<file path="config.mk">
export PLATFORM = sky130hd
export DESIGN_NAME = loop_iter_unit_flat
export DESIGN_NICKNAME = d
export VERILOG_FILES = /design/src/rtl/loop_iter_unit_if.sv /design/src/rtl/loop_iter_unit.sv /design/src/flat_wrapper.sv
export SDC_FILE = /design/constraint.sdc
export NUM_CORES = 1
export LEC_CHECK = 0
export CAP_MARGIN = 30
export CORE_UTILIZATION = 53
export DETAILED_ROUTE_END_ITERATION = 8
export PLACE_DENSITY_LB_ADDON = 0.15
export SLEW_MARGIN = 25
export SYNTH_ARGS = -nofsm -noshare
export SYNTH_HDL_FRONTEND = slang
export SYNTH_SLANG_ARGS = --single-unit
export TNS_END_PERCENT = 100
</file>
<file path="constraint.sdc">
create_clock -name clk -period 3.95 [get_ports clk]
set_clock_uncertainty 0.05 [all_clocks]
set_input_delay 0.79 -clock clk [delete_from_list [all_inputs] [get_ports clk]]
set_output_delay 0.79 -clock clk [all_outputs]
set_load 0.01 [all_outputs]
</file>
<file path="src/rtl/loop_iter_unit_if.sv">
// Index-tuple stream from loop_iter_unit to the address-generation stage.
// The unit drives the tuple, valid and last flags; the consumer drives ready.
interface loop_iter_unit_if #(
    parameter int unsigned ADDRESS_WIDTH = 4
);
    logic [8*ADDRESS_WIDTH-1:0] idx_out;
    logic                       idx_valid;
    logic                       idx_ready;
    logic                       idx_last;

    modport master (
        output idx_out,
        output idx_valid,
        output idx_last,
        input  idx_ready
    );

    modport slave (
        input  idx_out,
        input  idx_valid,
        input  idx_last,
        output idx_ready
    );
endinterface

</file>
<file path="src/rtl/loop_iter_unit.sv">
// Fetches a packed loop-bound word from program memory, then walks the nested loop
// space in odometer order, emitting one index tuple per valid/ready handshake.
module loop_iter_unit #(
    parameter int unsigned ADDRESS_WIDTH = 4,
    parameter int unsigned FETCH_WAIT    = 2
) (
    input  logic                       clk,
    input  logic                       reset,
    input  logic                       start,
    input  logic [7:0]                 prog_addr,
    output logic                       busy,
    output logic [7:0]                 read_prog_addr,
    output logic                       reset_read,
    input  logic [8*ADDRESS_WIDTH-1:0] loop_read_data,
    output logic                       done,
    loop_iter_unit_if.master           idx
);

    localparam logic [2:0] StIdle    = 3'd0;
    localparam logic [2:0] StRst     = 3'd1;
    localparam logic [2:0] StWait    = 3'd2;
    localparam logic [2:0] StCapture = 3'd3;
    localparam logic [2:0] StRun     = 3'd4;
    localparam logic [2:0] StFin     = 3'd5;

    localparam logic [7:0] WaitLast = 8'(FETCH_WAIT - 1);

    logic [2:0]                    state_q, state_d;
    logic [7:0]                    addr_q, addr_d;
    logic [7:0]                    wait_q, wait_d;
    logic [ADDRESS_WIDTH-1:0][7:0] bound_q, bound_d;
    logic [ADDRESS_WIDTH-1:0][7:0] cnt_q, cnt_d;
    logic [ADDRESS_WIDTH-1:0][7:0] cnt_inc;
    logic [ADDRESS_WIDTH-1:0]      at_max;
    logic                          any_zero;
    logic                          carry;
    logic                          last;
    logic                          handshake;

    // Odometer increment: dim 0 steps, each wrapping dim carries into the next.
    always_comb begin
        any_zero = 1'b0;
        carry    = 1'b1;
        at_max   = '0;
        cnt_inc  = cnt_q;
        for (int i = 0; i < ADDRESS_WIDTH; i++) begin
            at_max[i] = (cnt_q[i] == bound_q[i] - 8'd1);
            if (loop_read_data[8*i +: 8] == 8'd0) begin
                any_zero = 1'b1;
            end
            if (carry) begin
                if (at_max[i]) begin
                    cnt_inc[i] = 8'd0;
                end else begin
                    cnt_inc[i] = cnt_q[i] + 8'd1;
                    carry      = 1'b0;
                end
            end
        end
    end

    assign last      = (state_q == StRun) && (&at_max);
    assign handshake = (state_q == StRun) && idx.idx_ready;

    always_comb begin
        state_d = state_q;
        addr_d  = addr_q;
        wait_d  = wait_q;
        bound_d = bound_q;
        cnt_d   = cnt_q;
        case (state_q)
            StIdle: begin
                if (start) begin
                    addr_d  = prog_addr;
                    state_d = StRst;
                end
            end
            StRst: begin
                wait_d  = 8'd0;
                state_d = StWait;
            end
            StWait: begin
                if (wait_q == WaitLast) begin
                    state_d = StCapture;
                end else begin
                    wait_d = wait_q + 8'd1;
                end
            end
            StCapture: begin
                // A zero trip count in any dimension means the program has no tuples.
                if (any_zero) begin
                    state_d = StFin;
                end else begin
                    bound_d = loop_read_data;
                    cnt_d   = '0;
                    state_d = StRun;
                end
            end
            StRun: begin
                if (handshake) begin
                    if (last) begin
                        state_d = StFin;
                    end else begin
                        cnt_d = cnt_inc;
                    end
                end
            end
            StFin: begin
                state_d = StIdle;
            end
            default: begin
                state_d = StIdle;
            end
        endcase
    end

    always_ff @(posedge clk or posedge reset) begin
        if (reset) begin
            state_q <= StIdle;
            addr_q  <= 8'd0;
            wait_q  <= 8'd0;
            bound_q <= '0;
            cnt_q   <= '0;
        end else begin
            state_q <= state_d;
            addr_q  <= addr_d;
            wait_q  <= wait_d;
            bound_q <= bound_d;
            cnt_q   <= cnt_d;
        end
    end

    assign busy           = (state_q != StIdle);
    assign reset_read     = (state_q == StRst);
    assign done           = (state_q == StFin);
    assign read_prog_addr = addr_q;
    assign idx.idx_valid  = (state_q == StRun);
    assign idx.idx_out    = cnt_q;
    assign idx.idx_last   = last;

endmodule

</file>
<file path="src/flat_wrapper.sv">
// flat-port wrapper written by rule: the top's interface ports become plain ports
module loop_iter_unit_flat 
#(
    parameter int unsigned ADDRESS_WIDTH = 4,
    parameter int unsigned FETCH_WAIT    = 2
)
  (clk, reset, start, prog_addr, busy, read_prog_addr, reset_read, loop_read_data, done, idx_idx_out, idx_idx_valid, idx_idx_last, idx_idx_ready);
  loop_iter_unit_if #(.ADDRESS_WIDTH(ADDRESS_WIDTH)) idx_i ();
  input  logic clk;
  input  logic reset;
  input  logic start;
  input  logic [7:0] prog_addr;
  output logic busy;
  output logic [7:0] read_prog_addr;
  output logic reset_read;
  input  logic [8*ADDRESS_WIDTH-1:0] loop_read_data;
  output logic done;
  output wire logic [$bits(idx_i.idx_out)-1:0] idx_idx_out;
  output wire logic [$bits(idx_i.idx_valid)-1:0] idx_idx_valid;
  output wire logic [$bits(idx_i.idx_last)-1:0] idx_idx_last;
  input wire logic [$bits(idx_i.idx_ready)-1:0] idx_idx_ready;
  assign idx_idx_out = idx_i.idx_out;
  assign idx_idx_valid = idx_i.idx_valid;
  assign idx_idx_last = idx_i.idx_last;
  assign idx_i.idx_ready = idx_idx_ready;
  loop_iter_unit #(.ADDRESS_WIDTH(ADDRESS_WIDTH), .FETCH_WAIT(FETCH_WAIT)) u_core (.clk(clk), .reset(reset), .start(start), .prog_addr(prog_addr), .busy(busy), .read_prog_addr(read_prog_addr), .reset_read(reset_read), .loop_read_data(loop_read_data), .done(done), .idx(idx_i));
endmodule
</file>
==> flow_summary.yaml, run 1 <==
outcome:
  status: "finished with violations"
  violations: "DRC"
drt:
  avgRoutedWirePerCell_um: 16.19
  postRouteAntennaNets: 0
  drtPass1Iterations: 6
  drc: 4
  vias: 4071
  wl_mm: 11.30
  vias_per_cell: 5.832
  detail_route.iter0.violations: 157
power:
  p_leak_nw: 2.435
  vdd_drop_max_v: 0.0002799
  power.total_mw: 3.851
  powerDensity_mw_per_mm2: 624.4
critical_path:
  path_max_fanout: 6
  timing.rr.start: "u_core.bound_q[8]$_DFFE_PP0P_"
  crit_type: "reg2out"
  cp.arrival_ns: 2.99
  cp_top_family: "simple AND/OR/NAND/NOR gates"
  path_buf_inv: 1
  r2r_cells: 11
  rrSetupSlack_ns: 0.78
  cp_num_cells: 7
  slowest_delay_ns: 0.54
  critPathLaunchType: "flop"
  crit_end: "idx_idx_last"
  regToRegEndpoint: "u_core.idx.idx_out[25]$_DFFE_PP0P_"
  critPathLaunch: "u_core.bound_q[11]$_DFFE_PP0P_"
  path_cells: "or3_1 > nor4b_1 > xnor2_1 > nand3_1 > or4_1 > nor4_2 > clkdlybuf4s15_1"
  cp-end-kind: "output pin"
  cp.required_ns: 3.11
  cp_slowest_cell: "or4_1"
global_routing:
  grtUsageTotal_pct: 24.73
  grt_pass1_wl_mm: 19.04
  antenna_found_initial: 0
  grt_pass1_vias: 3950
  grt-ovfl-total: 0
  grt_max_degree: 47
floorplanning:
  die_w_um: 97.92
  coreArea_mm2: 0.008806
  num_rows: 34
  initial_utilization_pct: 55.37
  io_pins: 89
  die_h_um: 97.92
  die_area_mm2: 0.009587
sta:
  fin_crit_sh_pct: 96.88
  setup_violations: 0
  slew_headroom_pct: 57.89
  fmax_mhz: 261.3
  whs_ns: 0.4671
  rsz0062_at_grt: "false"
  final_hold_viol_count: 0
  setup_tns_ns: 0
  worstMarginPinSlew_ns: 0.6294
  period_minus_slack_ns: 3.827
  slew_violations: 0
yosys:
  async_reset_ff_share_pct: 100.0
  synth-edff-count: 0
  synthesis.area_mm2: 0.004876
  synthFlopType: "dfrtp_1"
  syn_inst: 491
  yosys_register_bits: 83
  synth_warnings: 0
  yosysSeqAreaShare_pct: 42.60
  syn_area_per_cell_um2: 9.931
  syn_nets: 545
  synthDistinctLibCells: 62
clocking:
  cts-root-buf: "clkbuf_8"
  cts_tree: "yes"
  ctsHoldBuffers: 0
  htree_levels: 3
  post-cts-setup-buffer-count: 0
  clkTransAtPathRegs_ns: 0.09
  cts_resized: 3
  clk_path_buf_depth: 2
  clk-insertion-delay-late_ns: 0.36
  numCtsBuffers: 9
  cts.sinks: 83
layout:
  antenna_cells: 0
  drive_gt1_share_pct: 14.07
  nFillCells: 672
  syn2layout_area_growth_pct: 26.48
  fin_nets: 639
placement:
  port_buffers: 88
  dpl.hpwl_mm: 8.533
  gp_congestion: 0.8497
worst_hold_path:
  hold_class: "reg2reg"
  min_from: "u_core.read_prog_addr[4]$_DFFE_PP0P_"
flow_run:
  cap_violations: 0
-- power breakdown --
| group | switching (mW) | internal, mW | leakage, nW |
|---|---|---|---|
| Combinational | 0.825 | 0.880 | 1.26 |
| Clock | 0.319 | 0.393 | 0.112 |
| Sequential | 0.316 | 1.12 | 1.07 |
-- area by class of cell --
class                   count  area (um2)  share of cell area [%]
multi-input cells         373        2695                   43.70
flip-flops and latches     83        2077                   33.68
repair buffers             96       940.9                   15.26
clock buffers              11       151.4                   2.455
well taps                 108       135.1                   2.191
clock inverters             5       83.83                   1.359
inverters                  22       83.83                   1.359
-- stage by stage --
| step | setup slack (ns) | utilization, % | std cells | instance area (um2) |
|---|---|---|---|---|
| floorplan | 0.7507 | - | 491 | 4876 |
| global placement | 0.1558 | 66.99 | 682 | 5899 |
| detailed placement | 0.03597 | 66.99 | 682 | 5899 |
| CTS | 0.09941 | 69.79 | 698 | 6146 |
| global route | 0.01249 | 70.03 | 698 | 6167 |
| finish | 0.1232 | 70.03 | 698 | 6167 |
-- kinds of logic after synthesis --
family,Yosys count,share of synthesized area [%]
mux,39,8.827
compound gates,87,13.16
xor+xnor,49,8.802
buf+inv,35,2.951
flops,83,42.60
simple gates,188,21.09
fa+ha+maj,10,2.566
-- cells in the final DEF, fill, tap and decap left out, types with 5 or more instances in the layout --
cell type / n
nor4_1: 12
o2bb2ai_1: 7
and3_1: 7
clkbuf_8: 11
or4_1: 6
nor3_1: 14
a211oi_1: 5
o21ai_0: 21
clkdlybuf4s50_1: 87
mux2_2: 32
xor2_1: 14
nand2b_1: 10
or3_1: 6
o31ai_1: 6
and2_1: 5
o21ai_1: 7
xnor2_1: 35
a21oi_1: 11
ha_1: 10
nand4_1: 11
nor2_1: 31
nand2_1: 38
nand3_1: 20
inv_1: 21
mux2i_1: 7
dfrtp_1: 83
buf_4: 8
-- registers in the layout (all words and copies together), names as in the netlist --
signal	flops
u_core.wait_q	8
u_core.bound_q	32
u_core.idx.idx_out	32
u_core.state_q	3
u_core.read_prog_addr	8
-- metal layers --
metal / part of all wire [%] / routed length, um / vias up / GRT usage (%)
met1: 46 / 5160 / 2011 / 33.16
met2: 49 / 5542 / 79 / 40.68
li1: - / - / 1967 / -
met3: 3.8 / 429 / 14 / 3.937
met5: 0 / 0 / - / 0
met4: 1.5 / 165 / 0 / 8.858
-- worst min path at each step --
stage,end,cells after the start
6_report,u_core.read_prog_addr[4]$_DFFE_PP0P_,1
5_1_grt,u_core.read_prog_addr[4]$_DFFE_PP0P_,1
4_1_cts,u_core.read_prog_addr[4]$_DFFE_PP0P_,1
3_5_place_dp,u_core.read_prog_addr[4]$_DFFE_PP0P_,1
3_3_place_gp,u_core.read_prog_addr[7]$_DFFE_PP0P_,1
2_1_floorplan,u_core.bound_q[23]$_DFFE_PP0P_,1
-- cell usage after synthesis (all sizes together), types with 2 or more instances --
library cell	number	share of area (%)
or3	7	1.0
ha	10	2.6
nand4	11	1.4
nor4b	6	1.2
nand2b	10	1.3
mux2i	7	1.4
mux2	32	7.4
a21oi	13	1.4
a21o	3	0.46
o31ai	8	1.3
dfrtp	83	43
o211a	3	0.62
a21boi	4	0.69
nor4	15	2.2
o21ai	28	2.9
or2	3	0.38
nor3	15	1.5
or4	6	0.92
o2bb2ai	7	1.3
buf	3	0.49
a31o	3	0.54
xor2	14	2.5
inv	22	1.7
and2	7	1.0
nor2b	3	0.38
a211oi	6	1.2
nor3b	2	0.31
nand3	20	2.1
o2111ai	3	0.80
nor2	32	2.5
and3	7	0.90
o41ai	2	0.74
nand2	39	3.1
xnor2	35	6.3
clkbuf	10	0.77
No activity file was read; power rests on OpenSTA's default activity.
==> inputs of run 2 (changes only) <==
- CAP_MARGIN: 30 -> unset
==> results of run 2 <==
Final layout, timing and power as in run 1 (identical DEF).
==> inputs of run 3 (changes only) <==
- CELL_PAD_IN_SITES_DETAIL_PLACEMENT: unset -> 0
- CELL_PAD_IN_SITES_GLOBAL_PLACEMENT: unset -> 1
- CORE_UTILIZATION: 53 -> 41
- TNS_END_PERCENT: 100 -> 20
==> run 3 against run 2 <==
The flow still finishes with violations (DRC). Total power increased by 3.4%. Critical endpoint unchanged. Routed wire length increased by 4.6%. Sequential share of layout area decreased by 0.70 points. Flip-flop and latch count unchanged. Fmax increased by 0.85%. Sequential power about the same. Die area increased by 29%. Global-route usage decreased by 4.5 points. Design area increased by 2.2%. Clock-buffer cell count increased by 1. Combinational power increased by 3%.
==> flow_summary.yaml, run 3 (synthesis results as in run 1) <==
drt:
  detail_route.iter0.violations: 176
  avgRoutedWirePerCell_um: 16.10
  vias: 4000
  drtPass1Iterations: 8
  vias_per_cell: 5.450
  wl_mm: 11.82
  postRouteAntennaNets: 0
  drc: 8
sta:
  whs_ns: 0.4525
  setup_tns_ns: 0
  setup_violations: 0
  fmax_mhz: 263.5
  period_minus_slack_ns: 3.794
  slew_violations: 0
  finalWorstSetupSlack_ns: 0.1555
  fin_crit_sh_pct: 96.06
  worstMarginPinSlew_ns: 0.8709
  final_hold_viol_count: 0
  slew_headroom_pct: 41.75
  rsz0062_at_grt: "false"
global_routing:
  antenna_found_initial: 0
  grt_pass1_vias: 4027
  grt_pass1_wl_mm: 19.87
  grt-ovfl-total: 0
  grtUsageTotal_pct: 20.27
  grt_max_degree: 61
outcome:
  status: "finished with violations"
  violations: "DRC"
power:
  vdd_drop_max_v: 0.0003037
  internal_power_mw: 2.481
  power_switching_mw: 1.500
  p_sw_share_pct: 37.68
  powerDensity_mw_per_mm2: 631.8
  comb_power_share_pct: 44.3
  seqPwrFrac_pct: 36.1
  clkPwrFrac_pct: 19.6
  power.total_mw: 3.981
  p_leak_nw: 2.480
floorplanning:
  die_h_um: 111.1
  coreArea_mm2: 0.01152
  die_area_mm2: 0.01233
  num_rows: 39
  die_w_um: 111.1
  initial_utilization_pct: 42.34
  io_pins: 89
layout:
  mostFrequentLayoutCells: "clkdlybuf4s50_1 (87), dfrtp_1 (82), nand2_1 (38)"
  drive_gt1_share_pct: 14.55
  layout_commonest_cell: "clkdlybuf4s50_1"
  antenna_cells: 0
  fin_nets: 642
  nFillCells: 1027
  final_cells: 734
  final_util_pct: 54.72
  syn2layout_area_growth_pct: 29.23
  fin_area_mm2: 0.006301
critical_path:
  cp.arrival_ns: 2.95
  critPathLaunchType: "flop"
  cp.required_ns: 3.11
  cp-end-kind: "output pin"
  path_max_fanout: 6
  crit_type: "reg2out"
clocking:
  htree_levels: 3
  clk_path_buf_depth: 2
  cts_tree: "yes"
  clkTransAtPathRegs_ns: 0.06
  cts-root-buf: "clkbuf_16"
  cts.sinks: 83
  clk-insertion-delay-late_ns: 0.34
  numCtsBuffers: 9
placement:
  dp_cells: 718
  place_ws_ns: 0.1331
  gp_congestion: 0.8215
  dpl.hpwl_mm: 8.863
  placed_area_mm2: 0.005954
  port_buffers: 88
flow_run:
  cap_violations: 0
worst_hold_path:
  hold_class: "reg2reg"
==> run 3: cell types whose count changed in the layout (fill, tap and decap cells not counted), sizes merged <==
cell / previous run / this run
buf: 8 / 11
bufinv: 2 / 0
clkbuf: 11 / 12
clkdlybuf4s15: 1 / 0
clkinv: 1 / 2
clkinvlp: 2 / 1
dlygate4sd2: 0 / 1
inv: 22 / 21
==> run 3: power groups by stage <==
stage	clock, mW	combinational [mW]	sequential [mW]
2_1_floorplan	0	1.20	1.40
3_3_place_gp	0	1.66	1.43
3_5_place_dp	0	1.69	1.45
4_1_cts	0.806	1.77	1.44
5_1_grt	0.842	1.94	1.48
6_report	0.782	1.76	1.44
==> run 3: layer usage <==
metal  global-route usage [%]  routed length [um]  up-vias
met2                    33.25                5697       77
met1                    27.02                5566     1937
li1                         -                   -     1981
met3                    5.303                 480        5
met4                    4.144                  72        0
met5                        0                   0        -
==> run 3: what timing repair did <==
item / 4_1_cts / 5_1_grt
gates resized for setup: 12 / 0
hold buffers: 0 / 0
endpoints found under the hold margin: 0 / 0
setup buffers: 2 / 0
setup endpoints to repair: 1 / 0
==> run 3: worst paths after layout <==
| kind | start | to | slack, ns | depth (start not counted) |
|---|---|---|---|---|
| max | u_core.bound_q[8]$_DFFE_PP0P_ | idx_idx_last | 0.16 | 10 |
| min | u_core.read_prog_addr[5]$_DFFE_PP0P_ | u_core.read_prog_addr[5]$_DFFE_PP0P_ | 0.45 | 1 |
| max reg2reg | u_core.bound_q[11]$_DFFE_PP0P_ | u_core.idx.idx_out[22]$_DFFE_PP0P_ | 0.56 | 8 |
| min reg2reg | u_core.read_prog_addr[5]$_DFFE_PP0P_ | u_core.read_prog_addr[5]$_DFFE_PP0P_ | 0.45 | 1 |
| max in group asynchronous | reset | u_core.idx.idx_out[8]$_DFFE_PP0P_ | 2.41 | 3 |
| min in group asynchronous | reset | u_core.wait_q[1]$_DFFE_PP0P_ | 0.81 | 2 |
==> run 3: area by class of cell <==
cell class                 count  area, um2  area share (%)
clock buffer                  12      256.5           4.071
clock inverter                 2      12.51          0.1986
inverter                      22      87.58           1.390
multi-input combinational    373       2725           43.25
sequential                    83       2078           32.98
tap                          143      178.9           2.840
timing repair buffer          99      962.2           15.27
==> run 3: critical path, stage by stage (launching register included) <==
cell	delay [ns]
dfrtp_2	0.45
inv_1	0.10
ha_1	0.25
nand2_1	0.09
o211a_1	0.22
o31ai_2	0.28
nand3_1	0.12
or4_1	0.51
nor4_1	0.18
buf_4	0.16
dlygate4sd2_1	0.26
